`config.mk`:
```
export PLATFORM = sky130hd
export DESIGN_NAME = stream_layer_acc
export DESIGN_NICKNAME = d
export VERILOG_FILES = /design/src/rtl/stream_layer_acc.sv
export SDC_FILE = /design/constraint.sdc
export NUM_CORES = 1
export LEC_CHECK = 0
export CAP_MARGIN = 10
export CORE_MARGIN = 4
export CORE_UTILIZATION = 61
export CTS_BUF_LIST = sky130_fd_sc_hd__clkbuf_4
export CTS_CLUSTER_DIAMETER = 40
export DETAILED_ROUTE_END_ITERATION = 10
export PLACE_DENSITY = 0.95
export SYNTH_ARGS = -nofsm -noshare
export SYNTH_HDL_FRONTEND = slang
export SYNTH_SLANG_ARGS = --single-unit
```
`constraint.sdc`:
```
create_clock -name clk -period 3.83 [get_ports clk]
set_input_delay 0.383 -clock clk [delete_from_list [all_inputs] [get_ports clk]]
set_output_delay 0.383 -clock clk [all_outputs]
set_load 0.01 [all_outputs]
```
`src/rtl/stream_layer_acc.sv`:
```
// Stochastic-bitstream dense layer: per-neuron LFSR weight streams, shared input/bias select, and
// per-neuron ones-count over a STREAM_LEN window. Define LAYER_BIPOLAR_EN for XNOR (bipolar) multiply.
module stream_layer_acc #(
    parameter int unsigned INPUT_SIZE   = 2,
    parameter int unsigned NEURON_COUNT = 2,
    parameter int unsigned WEIGHT_WIDTH = 8,
    parameter int unsigned STREAM_LEN   = 256,
    parameter int unsigned SEED         = 0,
    localparam int unsigned CW          = $clog2(STREAM_LEN + 1)
) (
    input  logic                                        clk,
    input  logic                                        n_rst,
    input  logic                                        start,
    input  logic [NEURON_COUNT*INPUT_SIZE*WEIGHT_WIDTH-1:0] weights,
    input  logic [NEURON_COUNT*WEIGHT_WIDTH-1:0]        bias,
    input  logic [INPUT_SIZE-1:0]                       layer_input,
    output logic                                        busy,
    output logic [NEURON_COUNT-1:0]                     layer_output,
    output logic [NEURON_COUNT*CW-1:0]                  count_out,
    output logic                                        result_valid,
    input  logic                                        result_ready
);

    localparam int unsigned W  = WEIGHT_WIDTH;
    localparam int unsigned SW = $clog2(INPUT_SIZE + 1);

    localparam logic [1:0] StIdle = 2'd0;
    localparam logic [1:0] StRun  = 2'd1;
    localparam logic [1:0] StDone = 2'd2;

    // Maximal-length tap masks for widths 3..16.
    function automatic logic [31:0] tap_mask(input int unsigned width);
        case (width)
            3:       tap_mask = 32'h0000_0006;
            4:       tap_mask = 32'h0000_000C;
            5:       tap_mask = 32'h0000_0014;
            6:       tap_mask = 32'h0000_0030;
            7:       tap_mask = 32'h0000_0060;
            8:       tap_mask = 32'h0000_00B8;
            9:       tap_mask = 32'h0000_0110;
            10:      tap_mask = 32'h0000_0240;
            11:      tap_mask = 32'h0000_0500;
            12:      tap_mask = 32'h0000_0829;
            13:      tap_mask = 32'h0000_100D;
            14:      tap_mask = 32'h0000_2015;
            15:      tap_mask = 32'h0000_6000;
            16:      tap_mask = 32'h0000_D008;
            default: tap_mask = 32'h0000_00B8;
        endcase
    endfunction

    localparam logic [31:0]  TapsAll = tap_mask(W);
    localparam logic [W-1:0] Taps    = TapsAll[W-1:0];

    function automatic logic [NEURON_COUNT*W-1:0] seed_init();
        logic [31:0]  s;
        logic [W-1:0] v;
        seed_init = '0;
        for (int unsigned i = 0; i < NEURON_COUNT; i++) begin
            s = SEED + i * NEURON_COUNT * 35;
            v = s[W-1:0];
            if (v == '0) v = W'(1);
            seed_init[i*W +: W] = v;
        end
    endfunction

    localparam logic [NEURON_COUNT*W-1:0] SeedInit = seed_init();

    function automatic logic [W-1:0] lfsr_step(input logic [W-1:0] v);
        lfsr_step = {v[W-2:0], ^(v & Taps)};
    endfunction

    function automatic logic [W-1:0] rotl(input logic [W-1:0] v, input int unsigned j);
        logic [2*W-1:0] t;
        t    = {v, v} << (j % W);
        rotl = t[2*W-1:W];
    endfunction

    logic [1:0]                           state_q, state_d;
    logic [NEURON_COUNT*INPUT_SIZE*W-1:0] w_q, w_d;
    logic [NEURON_COUNT*W-1:0]            b_q, b_d;
    logic [NEURON_COUNT*W-1:0]            lfsr_q, lfsr_d;
    logic [SW-1:0]                        sel_q, sel_d;
    logic [CW-1:0]                        run_q, run_d;
    logic [NEURON_COUNT*CW-1:0]           cnt_q, cnt_d;
    logic [NEURON_COUNT-1:0]              out_q, out_d;

    logic [NEURON_COUNT-1:0]              nbit;
    logic [NEURON_COUNT*W-1:0]            lfsr_nxt;

    for (genvar gi = 0; gi < NEURON_COUNT; gi++) begin : g_neuron
        logic [W-1:0]          lfsr;
        logic [INPUT_SIZE:0]   term;

        assign lfsr = lfsr_q[gi*W +: W];

        // term[INPUT_SIZE] is the bias stream so sel indexes the whole set directly.
        always_comb begin
            term = '0;
            for (int unsigned j = 0; j < INPUT_SIZE; j++) begin
`ifdef LAYER_BIPOLAR_EN
                term[j] = ~(layer_input[j] ^ (rotl(lfsr, j) <= w_q[(gi*INPUT_SIZE+j)*W +: W]));
`else
                term[j] = layer_input[j] & (rotl(lfsr, j) <= w_q[(gi*INPUT_SIZE+j)*W +: W]);
`endif
            end
            term[INPUT_SIZE] = (lfsr <= b_q[gi*W +: W]);
        end

        assign nbit[gi]              = term[sel_q];
        assign lfsr_nxt[gi*W +: W]   = lfsr_step(lfsr);
    end

    always_comb begin
        state_d = state_q;
        w_d     = w_q;
        b_d     = b_q;
        lfsr_d  = lfsr_q;
        sel_d   = sel_q;
        run_d   = run_q;
        cnt_d   = cnt_q;
        out_d   = out_q;
        case (state_q)
            StIdle: begin
                if (start) begin
                    state_d = StRun;
                    w_d     = weights;
                    b_d     = bias;
                    lfsr_d  = SeedInit;
                    sel_d   = '0;
                    run_d   = '0;
                    cnt_d   = '0;
                    out_d   = '0;
                end
            end
            StRun: begin
                // Last stream bit lands at edge STREAM_LEN; DONE follows one edge later.
                if (run_q != CW'(STREAM_LEN)) begin
                    out_d  = nbit;
                    lfsr_d = lfsr_nxt;
                    sel_d  = (sel_q == SW'(INPUT_SIZE)) ? '0 : sel_q + SW'(1);
                    run_d  = run_q + CW'(1);
                    for (int unsigned i = 0; i < NEURON_COUNT; i++) begin
                        cnt_d[i*CW +: CW] = cnt_q[i*CW +: CW] + CW'(nbit[i]);
                    end
                end else begin
                    state_d = StDone;
                end
            end
            StDone: begin
                if (result_ready) state_d = StIdle;
            end
            default: state_d = StIdle;
        endcase
    end

    always_ff @(posedge clk or negedge n_rst) begin
        if (!n_rst) begin
            state_q <= StIdle;
            w_q     <= '0;
            b_q     <= '0;
            lfsr_q  <= SeedInit;
            sel_q   <= '0;
            run_q   <= '0;
            cnt_q   <= '0;
            out_q   <= '0;
        end else begin
            state_q <= state_d;
            w_q     <= w_d;
            b_q     <= b_d;
            lfsr_q  <= lfsr_d;
            sel_q   <= sel_d;
            run_q   <= run_d;
            cnt_q   <= cnt_d;
            out_q   <= out_d;
        end
    end

    assign busy         = (state_q != StIdle);
    assign result_valid = (state_q == StDone);
    assign layer_output = out_q;
    assign count_out    = cnt_q;

endmodule
```
# After elaboration in Yosys (flattened, before gate mapping)
# Index checks and enable logic that the tools add are counted.
# totals
input_bits,54
output_inout_bits,22
regBits,97
# op_classes
n_reduce_logical,8
eq_ne,8
bitwise,4
magnitude_cmp,7
n_addsub,4
mux,23
# op_table
cell,count
<= comparator 8 bit,6
two-way mux 18 bit,2
case mux 18 bit (2 select lines),1
two-way mux 16 bit,2
case mux 16 bit (2 select lines),1
adder 9 x 1 -> 9 bit,2
two-way mux 9 bit,2
case mux 9 bit (2 select lines),1
XOR reduction 8 bit,2
two-way mux 2 bit,7
adder 9 x 1 -> 9 bit (second input constant),1
!= test 9 bit (second input constant),1
case mux 2 bit (2 select lines),2
!= test 2 bit (second input constant),3
case mux 2 bit (3 select lines),1
AND reduction 3 bit,2
bitwise AND 1 bit,4
binary-select mux 1 bit (select 2 bit),2
== test 2 bit (second input constant),2
nonzero test 2 bit,2
< comparator 2 x 3 -> 1 bit (second input constant),1
adder 2 x 1 -> 2 bit (second input constant),1
== test 2 x 1 -> 1 bit (second input constant),1
logical NOT 2 bit,1
other kinds (3),4

# Longest topological paths before layout
# logic_depth
ltp_word,7
ltp_mapped,13
ltp_nobuf,13

# Worst setup path after synthesis
# No wires, ideal clock.
# synth_timing
kind,register -> register
start,register lfsr_q[9]
end,register cnt_q[17] (netlist: count_out[17])
stages_incl_launch_ff,13
synth_period_minus_slack_ps,2532
slack_ps,1298
required_ps,3698
t_arrival_ps,2400
setup_ps,132
path_cell_list,dfstp_2 ha_1 nor2b_1 o211ai_1 a21oi_1 or3_1 a21oi_1 ha_1 ha_1 nand3_1 nor3_1 xnor2_1 nor2_1
# synth_via
elab_chain_cells,7
elab_cells_between_ends,10
# synth_lines
item,line,text
start: declaration,82,"logic [NEURON_COUNT*W-1:0] lfsr_q, lfsr_d;"
start signal: assignment,162,lfsr_q <= SeedInit;
start signal: assignment,171,lfsr_q <= lfsr_d;
<= comparator 8 bit,104,"term[j] = layer_input[j] & (rotl(lfsr, j) <= w_q[(gi*INPUT_SIZE+j)*W +: W]);"
bitwise AND 1 bit,104,
binary-select mux 1 bit (select 2 bit) (*),110,assign nbit[gi] = term[sel_q];
two-way mux 1 bit (not written as such) (*),110,
adder 9 x 1 -> 9 bit (*),144,cnt_d[i*CW +: CW] = cnt_q[i*CW +: CW] + CW'(nbit[i]);
two-way mux 18 bit (*),138,if (run_q != CW'(STREAM_LEN)) begin
case mux 18 bit (2 select lines) (*),123,case (state_q)
end signal: assignment,174,cnt_q <= cnt_d;
end: declaration,85,"logic [NEURON_COUNT*CW-1:0] cnt_q, cnt_d;"
# Every way passes the cells marked *; elsewhere a longest branch is shown, timed or not. The select of a mux whose other input is x is not followed.
# A chain may end at the register's enable or synchronous reset.

# Worst setup path after layout
# Ends and elaborated chain as after synthesis.

==> qor.yml <==
ios: 76
root_buffer: "clkbuf_4"
register_area_um2: 2430
clkTransAtPathRegs_ps: 160
crit_chain: "ha_1, nor2b_1, o211ai_1, a21oi_1, or3_1, a21oi_1, ha_1, ha_1, nand3_1, nor3_1, xnor2_1, nor2_1"
async_reset_ff_share_pct: 100
netlist.area_leader.share_pct: 44.3
wl_per_cell_um: 16.9
grt_pass1_vias: 4504
drc: 0
maxSlewHeadroom_pct: 31.7
crit_path_max_fanout: 5
required_ps: 4130
synth_edf_count: 0
core_um2: 8300
fin_util_pct: 74.8
arrival_ps: 3340
start_util_pct: 63.3
rsz0062_at_grt: "no"
setup_violations: 0
status: "completed"
clock_latency_ps: 450
p_leak_nw: 2.83
first_iter_violations: 232
crit_top_cell: "ha_1"
yosys_most_used_dff: "dfrtp_1"
cts.sink_count: 97
maxSlewViolCount: 0
fill_cells: 573
gp_congestion: 0.904
fmax_mhz: 330
insertedDiodeCount: 0
grt_start_max_net_pins: 112
ys_seq_elements: 97
drt-pass1-iter-count: 5
yosys-top-cells-area: "dfrtp_1 (44%), ha_1 (13%), nand2_1 (7.4%)"
postRouteAntennaNets: 0
antenna_found_initial: 0
power.density_nw_per_um2: 644
viasPerCell: 5.84
min_path_type: "in -> async"
cts_hold_buf: 0
yosysSeqAreaShare_pct: 46.3
grt_pass1_wl_um: 21000
multiInputGateArea_um2: 2540
hold_viol: 0
worst_slack_ps: 795
dp_slack_ps: 789
via_count: 4355
drive_gt1_share_pct: 4.99
worstReg2RegEnd: "count_out[17]$_DFFE_PN0P_"
numCtsBuffers: 9
cts_resized: 0
syn-mean-instance-area_um2: 9.25
cts_buffer_depth: 2
post_cts_buffers: 0
yosysMostFrequentCell: "nand2_1"
critPathLaunchType: "flop"
tns_ps: 0
crit_type: "reg -> reg"
netlist_area_um2: 5250
syn_to_final_growth_pct: 18.1
layout.nets: 744
cpMaxStageDelayCell: "dfstp_2"
drt_wl_total_um: 12600
numPortBuffers: 75
die_w_um: 101
max_slew.worst_pin.slew_ps: 1020
period_share_pct: 79.2
synth_common_cells: "nand2_1 (103), dfrtp_1 (93), ha_1 (54), inv_1 (53), o21ai_0 (37)"
synth_cell_type_count: 44
crit_path_end_kind: "flop"
skew_ps: 21.1
synth_nets: 676
slowest_delay_ps: 620
rows: 33
dp_hpwl_um: 9240
worstRegToRegCells: 12
die_h_um: 101
gr-total-overflow: 0
yosys_warnings: 0
maxCapViolCount: 0
htree_levels: 3
grt_usage_pct: 26.3
finalNonFillerCells: 746
syn_inst: 568
dp.cells: 730
r2r-start: "lfsr_q[9]$_DFFE_PN1P_"
rrSetupSlack_ps: 800
min_period_ps: 3030
vdd_drop_max_v: 0.000392
yosysTopAreaCell: "dfrtp_1"
dieArea_um2: 10200
cts_tree: "yes"
==> per-stage QoR <==
stage               power (W)  hold WS, ps  cell area [um^2]
floorplan             0.00278         87.4              5250
global placement      0.00326          472              6070
detailed placement    0.00343          478              6070
CTS                   0.00398         55.2              6200
global route          0.00432         84.1              6200
finish                0.00400         19.4              6200
==> sequential cells by signal (all words and copies together) (netlist names) <==
| register | flops |
|---|---|
| lfsr_q | 16 |
| state_q | 2 |
| layer_output | 2 |
| sel_q | 2 |
| count_out | 18 |
| b_q | 16 |
| w_q | 32 |
| run_q | 9 |
==> routing by layer <==
layer  share of wire (%)  GRT usage (%)  vias up
met1                  43           34.0     2137
li1                    -              -     2072
met4                 2.0           9.02        0
met5                   0              0        -
met2                  50           44.4      122
met3                 4.9           5.05       24
==> cells by family after synthesis <==
logic type	after synthesis	synth area share [%]
AO/OA/AOI/OAI	121	13.9
AND/OR/NAND/NOR	197	17.4
adder cells (fa/ha/maj)	54	12.9
XOR/XNOR	25	4.17
buffers and inverters	74	5.36
flip-flops	97	46.3
==> cells in the final DEF, fill, tap and decap left out, drive strengths merged, types with 4 or more instances in the layout <==
cell / n
a211oi: 4
xor2: 12
o211ai: 6
a21oi: 29
xnor2: 13
clkbuf: 10
nor3: 4
o31ai: 4
nor2: 23
ha: 54
nand2b: 4
clkdlybuf4s50: 74
nand3: 19
inv: 54
dfrtp: 93
o21ai: 55
nand2: 103
or3: 5
dfstp: 4
nand4: 17
nor2b: 9
a22o: 4
==> worst max-delay path, delay by kind of cell (launching register included) <==
family / cells / cell delay, ps
xor gates and xnor gates: 1 / 150
and+or+nand+nor: 5 / 850
adders and majority gates: 3 / 740
DFF: 1 / 620
AOI/OAI and AO/OA: 3 / 530
==> where the power goes <==
part           switching, W  internal, W  total, W
Combinational      0.000900     0.000857   0.00176
Clock              0.000342     0.000202  0.000544
Sequential         0.000355      0.00134   0.00170
Total               0.00160      0.00240   0.00400
==> worst max-delay path by stage <==
stage	startpoint	endpoint	slack (ps)	cells after the start
after floorplan	lfsr_q[9]$_DFFE_PN1P_	count_out[17]$_DFFE_PN0P_	1300	12
after global placement	layer_input[0]	count_out[17]$_DFFE_PN0P_	810	10
after detailed placement	layer_input[0]	count_out[17]$_DFFE_PN0P_	790	10
after CTS	lfsr_q[9]$_DFFE_PN1P_	count_out[17]$_DFFE_PN0P_	840	12
after global routing	lfsr_q[9]$_DFFE_PN1P_	count_out[17]$_DFFE_PN0P_	520	12
final	lfsr_q[9]$_DFFE_PN1P_	count_out[17]$_DFFE_PN0P_	800	12
==> cell type report <==
| cell class | instances | share of cell area [%] |
|---|---|---|
| Clock buffer | 10 | 1.21 |
| Inverter | 54 | 3.27 |
| Sequential cell | 97 | 39.2 |
| Multi-Input combinational cell | 397 | 41.0 |
| Timing Repair Buffer | 77 | 12.3 |
| Clock inverter | 6 | 0.948 |
| Tap cell | 105 | 2.12 |
(Power assumes the default switching activity.)
